===== src/rtl/oam_dma.sv =====
// -----------------------------------------------------------------------------
// oam_dma -- sprite attribute (OAM) DMA engine.
//
// A CPU write to the DMA source register (DMA_REG_ADDR) copies DMA_LENGTH
// bytes from {source_high, 8'h00} to OAM_BASE. The engine uses three bus
// cycles per byte:
//   READ  : drive the source address
//   LATCH : hold the source address and capture the returned byte
//   WRITE : write the captured byte into OAM
// While the engine is idle, the CPU bus passes straight through to the MMU.
//
// Optional feature, selected by the macro OAM_DMA_START_DELAY_EN:
//   When defined, a register write first spends one DELAY cycle (passthrough
//   still active, not busy) before the first READ.
//
// Ports
//   iClock    : single clock; all state changes on its rising edge
//   iReset    : synchronous, active-high reset
//   iCpuAddr  : CPU bus address
//   iCpuWe    : CPU write strobe
//   iCpuData  : CPU write data
//   iMemData  : MMU read data for oAddr
//   oAddr     : address driven to the MMU
//   oWe       : write strobe driven to the MMU
//   oData     : write data driven to the MMU
//   oDMA      : DMA register value (MMU read-back)
//   oBusy     : DMA owns the bus; the CPU stalls while high
//   oDone     : one-cycle pulse on the final OAM write
// -----------------------------------------------------------------------------
module oam_dma #(
  parameter logic [15:0] OAM_BASE     = 16'hFE00,
  parameter int          DMA_LENGTH   = 160,
  parameter logic [15:0] DMA_REG_ADDR = 16'hFF46
) (
  input  logic        iClock,
  input  logic        iReset,
  input  logic [15:0] iCpuAddr,
  input  logic        iCpuWe,
  input  logic [7:0]  iCpuData,
  input  logic [7:0]  iMemData,
  output logic [15:0] oAddr,
  output logic        oWe,
  output logic [7:0]  oData,
  output logic [7:0]  oDMA,
  output logic        oBusy,
  output logic        oDone
);

  localparam logic [7:0] LAST_INDEX = 8'(DMA_LENGTH - 1);

  typedef enum logic [2:0] {
    IDLE,
`ifdef OAM_DMA_START_DELAY_EN
    DELAY,
`endif
    READ,
    LATCH,
    WRITE
  } state_t;

`ifdef OAM_DMA_START_DELAY_EN
  localparam state_t START_STATE = DELAY;
`else
  localparam state_t START_STATE = READ;
`endif

  state_t      state;
  state_t      state_next;
  logic [7:0]  index;
  logic [7:0]  hold;
  logic [7:0]  dma_reg;

  logic        dma_wr;
  logic [7:0]  src_high;
  logic [15:0] src_addr;
  logic [15:0] dst_addr;
  logic        last_byte;

  // A register write restarts the engine from any state.
  assign dma_wr    = iCpuWe && (iCpuAddr == DMA_REG_ADDR);

  // Echo RAM (E000..FFFF) folds back onto work RAM; oDMA keeps the raw value.
  assign src_high  = (dma_reg < 8'hE0) ? dma_reg : (dma_reg - 8'h20);
  assign src_addr  = {src_high, index};
  assign dst_addr  = OAM_BASE + {8'h00, index};
  assign last_byte = (index == LAST_INDEX);

  assign oDMA      = dma_reg;

  // NOTE: every output of this block is given a default first so no path
  // through the case statement can leave a signal unassigned (no latches).
  always_comb begin
    state_next = state;
    oAddr      = iCpuAddr;
    oWe        = iCpuWe;
    oData      = iCpuData;
    oBusy      = 1'b0;
    oDone      = 1'b0;

    case (state)
      IDLE: begin
        if (dma_wr) state_next = START_STATE;
      end
`ifdef OAM_DMA_START_DELAY_EN
      DELAY: begin
        state_next = dma_wr ? DELAY : READ;
      end
`endif
      READ: begin
        oAddr      = src_addr;
        oWe        = 1'b0;
        oData      = hold;
        oBusy      = 1'b1;
        state_next = dma_wr ? START_STATE : LATCH;
      end
      LATCH: begin
        oAddr      = src_addr;
        oWe        = 1'b0;
        oData      = hold;
        oBusy      = 1'b1;
        state_next = dma_wr ? START_STATE : WRITE;
      end
      WRITE: begin
        oAddr = dst_addr;
        oWe   = 1'b1;
        oData = hold;
        oBusy = 1'b1;
        if (dma_wr) begin
          // A restart on the final write aborts the transfer: no completion.
          state_next = START_STATE;
        end else if (last_byte) begin
          state_next = IDLE;
          oDone      = 1'b1;
        end else begin
          state_next = READ;
        end
      end
      default: state_next = IDLE;
    endcase
  end

  // NOTE: sequential state uses non-blocking assignments so every register
  // samples the values from before this edge, independent of statement order.
  always_ff @(posedge iClock) begin
    if (iReset) begin
      state   <= IDLE;
      index   <= 8'h00;
      hold    <= 8'h00;
      dma_reg <= 8'h00;
    end else begin
      state <= state_next;

      if (dma_wr) begin
        dma_reg <= iCpuData;
        index   <= 8'h00;
      end else if ((state == WRITE) && !last_byte) begin
        index <= index + 8'h01;
      end

      if (state == LATCH) hold <= iMemData;
    end
  end

endmodule


===== config.mk =====
export PLATFORM = sky130hd
export DESIGN_NAME = oam_dma
export DESIGN_NICKNAME = d
export VERILOG_FILES = /design/src/rtl/oam_dma.sv
export SDC_FILE = /design/constraint.sdc
export NUM_CORES = 1
export LEC_CHECK = 0
export ABC_AREA = 1
export CORE_ASPECT_RATIO = 2
export CORE_UTILIZATION = 38
export CTS_BUF_LIST = sky130_fd_sc_hd__clkbuf_4 sky130_fd_sc_hd__clkbuf_8 sky130_fd_sc_hd__clkbuf_16
export CTS_CLUSTER_DIAMETER = 40
export DETAILED_ROUTE_END_ITERATION = 10
export PLACE_DENSITY = 0.85
export SKIP_LAST_GASP = 1
export SYNTH_ARGS = -nofsm -noshare
export SYNTH_HDL_FRONTEND = slang
export SYNTH_SLANG_ARGS = --single-unit

===== constraint.sdc =====
create_clock -name iClock -period 1.3 [get_ports iClock]
set_input_delay 0.13 -clock iClock [delete_from_list [all_inputs] [get_ports iClock]]
set_output_delay 0.13 -clock iClock [all_outputs]
set_load 0.02 [all_outputs]

# Yosys cells after proc, flatten, opt, wreduce, memory -nomap -nowiden
# Index checks and enable logic that the tools add are counted.
# op_classes
add_sub_neg,3
magnitude_cmp,1
eq_ne,6
n_mux,14
n_reduce_logical,7
# op_table
cell,n
case mux 16 bit (2 select lines),1
"equality test 16 bit, second input constant",1
two-way mux 8 bit,2
case mux 3 bit (4 select lines),1
"adder 10 x 9 -> 11 bit, first input constant",1
"adder 8 x 1 -> 8 bit, second input constant",1
"equality test 8 bit, second input constant",1
"less-than comparator 8 bit, second input constant",1
"subtractor 8 x 6 -> 8 bit, second input constant",1
"equality test 3 x 2 -> 1 bit, second input constant",2
two-way mux 1 bit,6
two-way mux 2 bit,2
OR reduction 2 bit,2
"equality test 3 x 1 -> 1 bit, second input constant",1
logical NOT 3 bit,1
two-way mux 3 bit,1
OR reduction 3 bit,1
logical AND 1 bit,2
"inequality test 2 bit, second input constant",1
case mux 1 bit (2 select lines),1
logical NOT 1 bit,1
# word_totals
reg_bits,27
in_bits,35
out_inout_bits,35
word_cells,35

# Longest topological paths before layout
# Gate-level depths: netlist of the first run.
# logic_depth
ltp_word,4
depth_mapped,10
depth_no_buf,10

# Worst setup path before layout of the first run
# OpenSTA, ideal clock, no wires.
# synth_path
path_type,register -> output
from,reg state[0]
to,out oAddr[0]
arrival_time_ns,1.604
required_ns,1.170
slack_ns,-0.434
stages_incl_launch_ff,6
n_path_buf,0
path_cell_list,dfxtp_1 inv_1 ha_1 nor2_1 nor2_1 o21ai_0
# synth_via
elab_chain_cells,3
elab_cells_between_ends,5
cone_classes,3 x eq/ne; 1 x mux; 1 x reduce/logical
# synth_rtl
element,line,source
"start, declared",67,state_t state;
"start signal, assigned",151,state <= state_next;
equality test 3 x 2 -> 1 bit or equality test 3 x 1 -> 1 bit (tied branches),100,case (state)
OR reduction 2 bit (no line),-,
case mux 16 bit (2 select lines) (*),100,
"end, declared",41,"output logic [15:0] oAddr,"
# Mark *: on every way between the ends. The rest lies on a longest branch, timed or not.

# Worst setup path after layout of the first run
# layout_path
from,reg state[1]
to,out oAddr[12]
# Same word-level chain as after synthesis.

==> qor.txt, run 1 <==
CTS Buf Count -> 3
Residual DRC count -> 0
Site Rows -> 33
Die W -> 47.8 um
Worst setup SP type -> flip-flop
Final Hold Viols -> 0
Status -> finished with violations
Hold depth -> 3
H-Tree Depth -> 1
Worst flop-to-flop path endpoint -> index[0]$_SDFFE_PP0P_
Post-DR vias/cell -> 5.41
Max Root-Sink Buffers -> 2
Yosys Warn Count -> 0
Layout area overhead -> 123%
I/O pin total -> 70
WHS -> 414 ps
R2R depth -> 10
Synth unique cells -> 29
Failing checks -> negative setup slack
Max Fclk -> 543 MHz
RSZ-0062 raised after global routing -> true
Placeable Area -> 0.00405 sq mm
Worst Tran Pin Value -> 268 ps
# nets final -> 426
Register area share after synthesis -> 32.6%
CTS root buf -> clkbuf_8
Overflow after GRT -> 0
Most frequent cells in the layout -> buf_4, nand2_1, buf_6
FF+latch count, synth -> 26
Commonest non-fill, non-tap cell in the layout -> buf_4
Clk_skew -> 4.18 ps
Post-DRT Antenna Nets -> 0
Reg2Reg Launch Point -> index[0]$_SDFFE_PP0P_
Via count -> 2,360
Slew Viols, Final -> 0
Fin crit period -> 1840 ps
DR WL/cell -> 19.4 um
CP Capture Type -> output pin
Largest net degree at the start of global routing -> 18
Detailed Place HPWL -> 4580 um
Share of cells above drive strength 1 -> 53.4%
Max_cap viols -> 0
Worst-Skew Late Latency -> 270 ps
Setup crit start -> state[1]$_SDFFE_PP0P_
Hold Crit Class -> in2reg
1st-pass router iterations -> 4
WS Path Type -> reg2out
TritonCTS sink count -> 26
CTS tree -> done
Tcrit/Tclk final -> 142%
Setup TNS -> -12,320 ps
Mean Syn Cell Area -> 6.94 sq um
Overall power -> 0.00353 W
Die height -> 93.7 um
Power per cell area -> 993 mW/mm^2
Final Wtd Congestion -> 0.899
Total track usage -> 37.1%
Worst endpoint required time -> 1170 ps
Routed wire length -> 8450 um
Final setup fails -> 46
DR iter-0 viols -> 78
Worst slew margin -> 82.1%
Syn Inst Count -> 230
Number of buffers added on ports -> 69
Fin worst setup slack -> -541 ps
First-pass GRT wire length -> 11,600 um
CP endpoint -> oAddr[12]
Final core utilization -> 87.9%
Crit-path max FO -> 5
Synth Cell Area -> 0.00160 sq mm
Initial core utilization -> 39.5%
CP arrival -> 1710 ps
R2R setup slack -> -280 ps
Vias in the first global route -> 2,467
Initial antenna violation count -> 0
P_leak -> 1.61 nW
Peak VDD IR -> 1.06 mV
Synthesized Nets -> 271
# diodes -> 0
Clock-pin slew on the worst setup and hold paths -> 90 ps
Die area -> 0.00448 sq mm
per-layer routing:
layer	up-vias	part of all wire, %	global-route usage, %
met5	-	0	0
met4	0	7.1	26.6
met3	60	6.1	11.3
met2	133	54	63.7
met1	1096	33	33.1
li1	1071	-	-
layout make-up:
type | instances | area, sq um
repair buffers | 158 | 1480
multi-input cells | 163 | 1270
flip-flops and latches | 26 | 533
fillers | 177 | 490
inverters | 33 | 149
well taps | 52 | 65.1
clock buffers | 4 | 55.1
critical path, cell delays in order, from the launching register on:
cell and delay, ps:
dfxtp_4 390, inv_4 40, ha_4 240, nand2_4 70, inv_4 40, buf_6 120
a221o_1 370, buf_6 150
flip-flops by register name, summed over array words and instances (netlist names):
signal / count
hold: 8
index: 8
oDMA: 8
state: 2
synthesized netlist by cell type:
cell / number / share of area, %
buf_1: 1 / 0.23
nor2_1: 15 / 3.5
buf_2: 1 / 0.31
o22ai_1: 1 / 0.39
ha_1: 6 / 4.7
or2_1: 1 / 0.39
a22o_1: 1 / 0.55
buf_6: 2 / 1.4
a211oi_2: 5 / 3.9
inv_2: 2 / 0.47
a31o_2: 1 / 0.55
xor2_1: 3 / 1.6
nor3b_2: 2 / 1.6
o21ai_0: 16 / 5.0
a21oi_1: 17 / 5.3
nor2_2: 6 / 2.4
inv_1: 30 / 7.1
clkbuf_1: 5 / 1.2
nand2_1: 59 / 14
dfxtp_1: 26 / 33
a221o_1: 4 / 2.5
nand2_4: 1 / 0.71
nor3_1: 2 / 0.63
nand3_1: 10 / 3.1
a211oi_1: 4 / 1.9
nand3_2: 2 / 1.3
o211ai_1: 1 / 0.47
inv_4: 1 / 0.39
nand4_1: 5 / 2.0
logic make-up (layout without fill, tap and decap cells):
kind of cell,after synthesis,count (layout),synth area share [%]
AND/OR/NAND/NOR,103,104,29.4
XOR/XNOR,3,3,1.65
buffers and inverters,42,195,11.1
AO/OA/AOI/OAI,50,50,20.6
flip-flops,26,26,32.6
adder cells (fa/ha/maj),6,6,4.70
stage by stage:
step | cells | setup WS, ps | cell area [sq um]
after floorplan | 230 | -64.1 | 1730
after global placement | 406 | -574 | 2920
after detailed placement | 406 | -641 | 2920
after CTS | 426 | -475 | 3280
after global routing | 436 | -637 | 3560
final | 436 | -541 | 3560
worst min path at each step:
stage / startpoint / endpoint / slack, ps
final: iMemData[5] / hold[5]$_SDFFE_PP0P_ / 410
after global routing: iMemData[7] / hold[7]$_SDFFE_PP0P_ / 420
after CTS: iMemData[6] / hold[6]$_SDFFE_PP0P_ / 410
after detailed placement: hold[1]$_SDFFE_PP0P_ / hold[1]$_SDFFE_PP0P_ / 460
after global placement: hold[7]$_SDFFE_PP0P_ / hold[7]$_SDFFE_PP0P_ / 450
after floorplan: iMemData[0] / hold[0]$_SDFFE_PP0P_ / 270
power breakdown:
group / leakage, nW / total [W] / internal (W) / switching (W)
clock network: 0.0288 / 0.000528 / 0.000271 / 0.000257
logic: 1.37 / 0.00216 / 0.00109 / 0.00106
registers: 0.212 / 0.000846 / 0.000818 / 0.0000285
timing repair:
item / in CTS / in global routing
pin swaps: 32 / 41
endpoints found under the setup margin: 53 / 46
setup buffers: 19 / 20
cloned: 1 / 1
hold buffers: 0 / 0
gates resized for setup: 229 / 53
(Power assumes the default switching activity.)
==> inputs of run 2 (changes only) <==
Settings changed: CELL_PAD_IN_SITES_DETAIL_PLACEMENT set to 1, CELL_PAD_IN_SITES_GLOBAL_PLACEMENT set to 1, CORE_UTILIZATION 38 to 26, PLACE_DENSITY 0.85 to 0.86.
==> run 2 against run 1 <==
The flow finishes with violations (design-rule violations, negative setup slack). Maximum frequency about the same. Setup slack got worse by 0.90 ps. Combinational power grew 5%. Via count is 0.47% lower. Final area grew 1.4%. Cell count grew 1.6%. Clock power increased by 47%. Routed wire length up 13%.
==> qor.txt, run 2 (same netlist as run 1, synthesis figures left out) <==
Layout area overhead -> 126%
Max_cap viols -> 0
First-pass GRT wire length -> 13,700 um
Combinational Power Share -> 58.2%
DR iter-0 viols -> 50
TritonCTS sink count -> 26
Finished Layout Cells -> 443
Buf/Inv on CP -> 5
Share of cells above drive strength 1 -> 56.7%
Vias in the first global route -> 2,700
Via count -> 2,349
Overall power -> 0.00391 W
CP arrival -> 1710 ps
CP max-delay cell -> dfxtp_4
H-Tree Depth -> 1
Post-DR vias/cell -> 5.30
Delay of the slowest critical-path stage -> 380 ps
Tcrit/Tclk final -> 142%
Pre-CTS setup slack -> -693 ps
Failing checks -> design-rule violations, negative setup slack
Die W -> 57.4 um
Placed Cells -> 409
Post-CTS Hold Fix Bufs -> 0
R2R setup slack -> -250 ps
Worst flop-to-flop path endpoint -> index[3]$_SDFFE_PP0P_
Switching Power -> 0.00149 W
Clk_skew -> 3.85 ps
Cell mode on critical path -> inv_4
Worst slew margin -> 82.7%
CTS tree -> done
Placeable Area -> 0.00596 sq mm
Number of buffers added on ports -> 69
WS Path Type -> reg2out
Fin worst setup slack -> -542 ps
1st-pass router iterations -> 7
Initial antenna violation count -> 1
Crit-path max FO -> 7
Hold depth -> 3
Clock-pin slew on the worst setup and hold paths -> 70 ps
Wl on met1 -> 2860 um
Die area -> 0.00648 sq mm
Switching share of power -> 38.0%
Internal -> 0.00242 W
WL met2 -> 5730 um
Max Fclk -> 543 MHz
Reg2Reg Launch Point -> index[0]$_SDFFE_PP0P_
Overflow after GRT -> 0
Worst endpoint required time -> 1170 ps
HP Start -> iMemData[3]
Site Rows -> 40
Post-DRT Antenna Nets -> 0
Commonest non-fill, non-tap cell in the layout -> buf_4
I/O pin total -> 70
CP Capture Type -> output pin
R2R depth -> 7
Hold Path Sink -> hold[3]$_SDFFE_PP0P_
Initial core utilization -> 26.8%
Detailed Place HPWL -> 5690 um
CTS Buf Count -> 3
Residual DRC count -> 6
Final Wtd Congestion -> 0.754
Clock power frac -> 19.9%
Largest net degree at the start of global routing -> 18
P_leak -> 1.60 nW
Crit path max-delay family -> buffers and inverters
Routed wire length -> 9530 um
Worst-Skew Late Latency -> 260 ps
Fin crit period -> 1840 ps
DR WL/cell -> 21.5 um
Power per cell area -> 1080 mW/mm^2
Hold Crit Class -> in2reg
Final Hold Viols -> 0
Status -> finished with violations
Die height -> 113 um
Worst Tran Pin Value -> 259 ps
Slew Viols, Final -> 0
RSZ-0062 raised after global routing -> true
Critical-path cell list -> inv_4 > ha_4 > inv_6 > nand2_4 > inv_4 > buf_8 > a221o_1 > buf_6
Total track usage -> 28.1%
Peak VDD IR -> 0.694 mV
Final setup fails -> 37
# nets final -> 421
Max Root-Sink Buffers -> 2
CTS root buf -> clkbuf_16
Metal3 WL -> 402 um
Sequential share of power -> 21.9%
Top Layer Used -> met4
Most frequent cells in the layout -> buf_4, nand2_1, buf_6
Worst setup SP type -> flip-flop
[run 2: power by group through the flow]
stage	clock network (W)	logic, W	registers [W]
6_report	0.000777	0.00227	0.000857
5_1_grt	0.000817	0.00236	0.000858
4_1_cts	0.000785	0.00194	0.000850
3_5_place_dp	0	0.00167	0.000852
3_3_place_gp	0	0.00162	0.000848
2_1_floorplan	0	0.000871	0.000850
[run 2: through the flow]
| step | hold WS (ps) | utilization (%) | cell area (sq um) | TNS (ps) |
|---|---|---|---|---|
| floorplan | 270 | - | 1730 | -218 |
| global placement | 448 | 48.2 | 2870 | -20330 |
| detailed placement | 456 | 48.2 | 2870 | -24210 |
| CTS | 429 | 55.5 | 3310 | -10930 |
| global route | 443 | 60.5 | 3600 | -13960 |
| finish | 426 | 60.5 | 3600 | -12140 |
[run 2: repair_timing]
| action | in CTS | in global routing |
|---|---|---|
| gates resized for setup | 223 | 78 |
| buffers inserted | 21 | 17 |
| cloned | 1 | 0 |
| pin swaps | 27 | 41 |
| setup endpoints to repair | 61 | 52 |
[run 2: cell type report]
class | count | area (sq um)
diodes | 1 | 2.50
clock buffers | 4 | 88.8
fillers | 676 | 2350
inverters | 33 | 154
multi-input cells | 162 | 1340
flip-flops and latches | 26 | 533
well taps | 63 | 78.8
repair buffers | 154 | 1410
[run 2: how the worst max path moves through the flow]
| stage | from | endpoint | slack (ps) | depth (start not counted) |
|---|---|---|---|---|
| 6_report | state[0]$_SDFFE_PP0P_ | oAddr[10] | -540 | 8 |
| 5_1_grt | state[1]$_SDFFE_PP0P_ | oAddr[10] | -580 | 8 |
| 4_1_cts | state[0]$_SDFFE_PP0P_ | oAddr[12] | -510 | 7 |
| 3_5_place_dp | state[1]$_SDFFE_PP0P_ | oAddr[7] | -690 | 8 |
| 3_3_place_gp | state[1]$_SDFFE_PP0P_ | oAddr[7] | -610 | 8 |
| 2_1_floorplan | state[1]$_SDFFE_PP0P_ | oAddr[7] | -60 | 6 |
[run 2: worst min-delay path, stage by stage]
cell and delay (ps):
clkdlybuf4s50_1 390, nand2_1 70, a21oi_1 60
[run 2: layer usage]
layer | global-route usage [%] | vias to the layer above
met4 | 15.0 | 0
li1 | - | 1053
met1 | 23.9 | 1133
met3 | 4.46 | 47
met5 | 0 | -
met2 | 57.7 | 116
